### src/rtl/sll32_iter_if.sv
// Start/done handshake bundle for the iterative 32-bit left shifter.
// The master issues operand and shift amount; the slave returns the result and status.
interface sll32_iter_if #(
  parameter int WIDTH = 32,
  parameter int SHW   = 5
);
  logic             start;
  logic [WIDTH-1:0] A;
  logic [SHW-1:0]   shift;
  logic [WIDTH-1:0] res;
  logic             busy;
  logic             done;

  modport master (
    output start,
    output A,
    output shift,
    input  res,
    input  busy,
    input  done
  );

  modport slave (
    input  start,
    input  A,
    input  shift,
    output res,
    output busy,
    output done
  );
endinterface

### src/rtl/sll32_iter.sv
// Iterative logical left shifter: one bit position per clock, start/done handshake.
// The result register doubles as the working register while shifting.
module sll32_iter #(
  parameter int WIDTH = 32,
  parameter int SHW   = 5
) (
  input  logic        clk,
  input  logic        rst_n,
  sll32_iter_if.slave bus
);

  typedef enum logic [1:0] {
    IDLE  = 2'd0,
    SHIFT = 2'd1,
    DONE  = 2'd2
  } state_t;

  state_t           state_reg;
  logic [WIDTH-1:0] work_reg;
  logic [SHW-1:0]   cnt_reg;
  logic             busy_reg;
  logic             done_reg;

  // busy/done are registered alongside the state so they always match it.
  always_ff @(posedge clk or negedge rst_n) begin
    if (!rst_n) begin
      state_reg <= IDLE;
      work_reg  <= '0;
      cnt_reg   <= '0;
      busy_reg  <= 1'b0;
      done_reg  <= 1'b0;
    end else begin
      case (state_reg)
        IDLE, DONE: begin
          if (bus.start) begin
            work_reg <= bus.A;
            cnt_reg  <= bus.shift;
            if (bus.shift == '0) begin
              state_reg <= DONE;
              busy_reg  <= 1'b0;
              done_reg  <= 1'b1;
            end else begin
              state_reg <= SHIFT;
              busy_reg  <= 1'b1;
              done_reg  <= 1'b0;
            end
          end else begin
            state_reg <= IDLE;
            busy_reg  <= 1'b0;
            done_reg  <= 1'b0;
          end
        end

        SHIFT: begin
          // start is deliberately ignored here; operands are not re-captured.
          work_reg <= {work_reg[WIDTH-2:0], 1'b0};
          cnt_reg  <= cnt_reg - 1'b1;
          if (cnt_reg == SHW'(1)) begin
            state_reg <= DONE;
            busy_reg  <= 1'b0;
            done_reg  <= 1'b1;
          end else begin
            state_reg <= SHIFT;
            busy_reg  <= 1'b1;
            done_reg  <= 1'b0;
          end
        end

        default: begin
          state_reg <= IDLE;
          busy_reg  <= 1'b0;
          done_reg  <= 1'b0;
        end
      endcase
    end
  end

  assign bus.res  = work_reg;
  assign bus.busy = busy_reg;
  assign bus.done = done_reg;

endmodule

### src/flat_wrapper.sv
// flat-port wrapper written by rule: the top's interface ports become plain ports
module sll32_iter_flat 
#(
  parameter int WIDTH = 32,
  parameter int SHW   = 5
)
  (clk, rst_n, bus_start, bus_A, bus_shift, bus_res, bus_busy, bus_done);
  sll32_iter_if #(.WIDTH(WIDTH), .SHW(SHW)) bus_i ();
  input  logic clk;
  input  logic rst_n;
  input wire logic [$bits(bus_i.start)-1:0] bus_start;
  input wire logic [$bits(bus_i.A)-1:0] bus_A;
  input wire logic [$bits(bus_i.shift)-1:0] bus_shift;
  output wire logic [$bits(bus_i.res)-1:0] bus_res;
  output wire logic [$bits(bus_i.busy)-1:0] bus_busy;
  output wire logic [$bits(bus_i.done)-1:0] bus_done;
  assign bus_i.start = bus_start;
  assign bus_i.A = bus_A;
  assign bus_i.shift = bus_shift;
  assign bus_res = bus_i.res;
  assign bus_busy = bus_i.busy;
  assign bus_done = bus_i.done;
  sll32_iter #(.WIDTH(WIDTH), .SHW(SHW)) u_core (.clk(clk), .rst_n(rst_n), .bus(bus_i));
endmodule
### config.mk
export PLATFORM = sky130hd
export DESIGN_NAME = sll32_iter_flat
export DESIGN_NICKNAME = d
export VERILOG_FILES = /design/src/rtl/sll32_iter_if.sv /design/src/rtl/sll32_iter.sv /design/src/flat_wrapper.sv
export SDC_FILE = /design/constraint.sdc
export NUM_CORES = 1
export LEC_CHECK = 0
export ABC_AREA = 1
export BUFFER_PORTS_ARGS = -buffer_cell sky130_fd_sc_hd__buf_2
export CAP_MARGIN = 20
export CORE_MARGIN = 1.5
export CORE_UTILIZATION = 50
export CTS_BUF_LIST = sky130_fd_sc_hd__clkbuf_4 sky130_fd_sc_hd__clkbuf_8
export DETAILED_ROUTE_END_ITERATION = 6
export HOLD_SLACK_MARGIN = 0.12
export PLACE_DENSITY = 0.86
export SYNTH_ARGS = -nofsm -noshare
export SYNTH_HDL_FRONTEND = slang
export SYNTH_SLANG_ARGS = --single-unit
### constraint.sdc
create_clock -name clk -period 2.55 [get_ports clk]
set_input_delay 0.51 -clock clk [delete_from_list [all_inputs] [get_ports clk]]
set_output_delay 0.51 -clock clk [all_outputs]
set_load 0.1 [all_outputs]
==> After elaboration in Yosys (flattened, before gate mapping) <==
Index checks and enable logic that the tools add are counted.
{ "op_classes": {"addsub": 1, "n_mul": 0, "n_div": 0, "order_cmp": 0, "eq_ne": 4, "n_shift": 0, "mux": 16, "n_bitwise": 0, "reduce_logical": 5} }
{ "ops": {"columns": ["op", "n"], "rows": [
  ["32-bit case mux with 2 select lines", 1],
  ["32-bit 2-to-1 mux", 1],
  ["5-bit case mux with 2 select lines", 1],
  ["1-bit 2-to-1 mux", 6],
  ["2-bit 2-to-1 mux", 3],
  ["5-bit by 1-bit == test with 1-bit output (second input constant)", 1],
  ["5-bit logical NOT", 1],
  ["5-bit 2-to-1 mux", 1],
  ["5-bit by 1-bit subtractor with 5-bit output (second input constant)", 1],
  ["1-bit case mux with 2 select lines", 2],
  ["2-bit case mux with 2 select lines", 1],
  ["2-bit by 1-bit == test with 1-bit output (second input constant)", 1],
  ["2-bit == test (second input constant)", 1],
  ["2-bit logical NOT", 1],
  ["2-bit inequality test (second input constant)", 1],
  ["2-bit AND reduction", 1],
  ["2-bit nonzero test", 1],
  ["2-bit OR reduction", 1]
]} }
{ "word_totals": {"ff_bits": 41, "latchBits": 0, "mem_bits_rw": 0, "mem_bits_ro": 0, "input_bits": 40, "elab_cells": 31, "n_memories": 0} }

==> Longest topological paths before layout <==
{ "depth": {"ltp_word": 4, "ltp_mapped": 7, "ltp_nobuf": 7} }

==> Worst setup path after synthesis <==
Ideal clock, no wire load.
{ "synth_path": {"path_type": "flip-flop to flip-flop", "startpoint": "reg u_core.state_reg[0]", "endpoint": "reg u_core.work_reg[24] (netlist: u_core.bus.res[24])", "setup_time_ps": 123, "arrival_time_ps": 1638, "path_slack_ps": 789, "path_stages_with_launch": 6, "period_less_slack_ps": 1761, "cell_sequence": "dfrtp_1 -> nand2_2 -> buf_6 -> buf_6 -> o22ai_1 -> nor2_1"} }
{ "synth_via": {"elab_chain_cells": 4, "elab_cells_between_ends": 8, "classes_between": "eq/ne: 3; mux: 1; reduce/logical: 4"} }
{ "synth_rtl": {"columns": ["element", "line", "rtl"], "rows": [
  ["start, declared", "sll32_iter.sv:18", "state_t state_reg;"],
  ["start signal, assigned", "sll32_iter.sv:27", "state_reg <= IDLE;"],
  ["start signal, assigned", "sll32_iter.sv:39", "state_reg <= DONE;"],
  ["start signal, assigned", "sll32_iter.sv:43", "state_reg <= SHIFT;"],
  ["2-bit == test / 2-bit logical NOT (equally long branches)", "sll32_iter.sv:33", "case (state_reg)"],
  ["2-bit OR reduction", "sll32_iter.sv:33", null],
  ["2-bit inequality test (no line) / 2-bit nonzero test (equally long branches)", null, null],
  ["2-bit AND reduction (no line)", null, null],
  ["end signal, assigned", "sll32_iter.sv:36", "work_reg <= bus.A;"],
  ["end signal, assigned", "sll32_iter.sv:56", "work_reg <= {work_reg[WIDTH-2:0], 1'b0};"],
  ["end, declared", "sll32_iter.sv:19", "logic [WIDTH-1:0] work_reg;"]
]} }
Parallel ways exist; a longest one is shown, timed or not.
A chain may end at the register's enable or synchronous reset.

==> impl_metrics.tcl <==
set metrics [dict create \
    status "complete, no violations" \
    max_freq_ghz 0.6068 \
    netlist.area_leader.share_pct 49.90 \
    yosys-top-cells-area "dfrtp_1 (50%), o22ai_1 (9.3%), nor3_2 (9.2%)" \
    reg2regPathDepth 6 \
    ys_seq_area_share_pct 49.90 \
    cp.arrival_ps 1140 \
    grt_pass1_wl_um 7431 \
    fin_cells 325 \
    yosysWarnings 0 \
    antenna_left 0 \
    rows 22 \
    syn_area_per_cell_um2 9.402 \
    antenna_found_initial 0 \
    end_kind "output pin" \
    tns_ps 0 \
    worst_pin_slew_ps 838.3 \
    cts.path.max_buffers 2 \
    slew_headroom_pct 44.12 \
    drive_above_1_share_pct 37.91 \
    cts_resized 0 \
    critPathSlowestCell "buf_2" \
    coreArea_mm2 0.003716 \
    start_util_pct 52.63 \
    r2r_slack_ps 930 \
    die_h_um 65.54 \
    synthCells 208 \
    hp-class "in -> async" \
    cap_violations 0 \
    io_buffers 73 \
    path_clk_slew_ps 80 \
    grt_pass1_vias 1654 \
    nNetsFinal 318 \
    drtIter0Drc 148 \
    postCtsHoldBufs 0 \
    cts-root-buf "clkbuf_8" \
    cts_sinks 39 \
    diodes 0 \
    final-setup-viol-count 0 \
    synthArstFlopShare_pct 100.0 \
    wl_um 4371 \
    h-tree-depth 2 \
    largest_reg_flops 32 \
    rsz0062_at_grt "false" \
    synth_cell_types 21 \
    io-pin-count 74 \
    first_pass_iters 4 \
    r2r_start "u_core.state_reg[0]" \
    synth_edf_count 0 \
    crit_chain "buf_2" \
    cts_tree "done" \
    post-dp-hpwl_um 3056 \
    cp_max_fo 3 \
    routedWlPerCell_um 13.45 \
    synth-seq-cells 39 \
    cp-start-kind "register" \
    stdcell_area_mm2 0.002354 \
    dp.cells 317 \
    die_x_um 65.54 \
    whs_ps 307.5 \
    synth_fp_nets 250 \
    fin_crit_sh_pct 64.63 \
    hold_violations 0 \
    gp_congestion 0.8002 \
    yosysTopAreaCell "dfrtp_1" \
    grt_max_degree 40 \
    worstSkewPairLatency_ps 300 \
    overflow 0 \
    die_area_mm2 0.004295 \
    cp_num_buf_inv 1 \
    reg2reg_to "u_core.cnt_reg[2]" \
    area_growth_pct 20.35 \
    synthTopCellsByCount "dfrtp_1 (39), nor2_1 (35), o22ai_1 (29), nand2_1 (22), nor3_2 (18)" \
    synth_area_mm2 0.001956 \
    period_needed_ps 1648 \
    placed_cell_area_mm2 0.002260 \
    cts_made_buffers 5 \
    grt_use_total_pct 22.73 \
    via_per_inst 5.415 \
    drcViolationCount 0 \
    cts_post_setup_buffers_inserted 0 \
    yosysMostFrequentCell "dfrtp_1" \
    path_class "reg -> out" \
    critPathRequiredTime_ps 2040 \
    critPathTopFamily "buffers and inverters" \
    vias 1760 \
    synth_top_flop_cell "dfrtp_1" \
    clock_skew_ps 10.33 \
    drv_slew 0 \
    max_stage_delay_ps 440 \
]
-- how the worst max path moves through the flow --
| stage | startpoint | end | slack (ps) | cells past startpoint |
|---|---|---|---|---|
| 6_report | u_core.state_reg[0] | bus_busy | 900 | 1 |
| 3_3_place_gp | bus_start | u_core.cnt_reg[1] | 810 | 5 |
| 2_1_floorplan | u_core.state_reg[0] | u_core.bus.res[24] | 790 | 5 |
| 4_1_cts | u_core.state_reg[0] | bus_busy | 890 | 1 |
| 3_5_place_dp | bus_start | u_core.cnt_reg[2] | 770 | 6 |
| 5_1_grt | u_core.state_reg[0] | u_core.cnt_reg[2] | 720 | 6 |
-- kinds of logic after synthesis --
family                   share of synthesized area, %
AO/OA/AOI/OAI                                   12.73
adder cells (fa/ha/maj)                         1.279
buffers and inverters                           9.853
AND/OR/NAND/NOR                                 25.78
XOR/XNOR                                       0.4479
flip-flops                                      49.90
-- placed cells by master, fill, tap and decap left out, drive strengths merged --
cell / n
ha: 2
nor2: 35
o211ai: 1
clkinvlp: 1
nand2: 25
buf: 75
clkinv: 2
dfrtp: 39
a21oi: 1
nand3: 4
clkbuf: 5
nand4: 1
o21ai: 11
xor2: 1
inv: 15
nor3: 30
o22ai: 29
-- routing by layer --
layer	vias to the layer above	routed length, µm	track usage (%)
met1	839	1976	30.34
met4	0	87	9.896
met5	-	0	0
met3	9	297	5.651
met2	65	2010	35.20
li1	847	-	-
-- through the flow --
stage	setup slack, ps	utilization (%)
floorplan	789.3	-
global placement	814.1	60.81
detailed placement	767.4	60.81
CTS	894.3	63.33
global route	716.9	63.33
finish	902.1	63.33
-- area by class of cell --
cell class	count	area [µm²]
fill	318	1363
multi-input combinational	140	787.0
clock inverter	3	25.02
clock buffer	5	68.82
tap	48	60.06
sequential	39	975.9
inverter	15	56.30
timing repair buffer	75	380.4
Power is left out: the tool's default activity adds up to more than one toggle a clock period on the data nets, which glitch-free logic cannot reach.
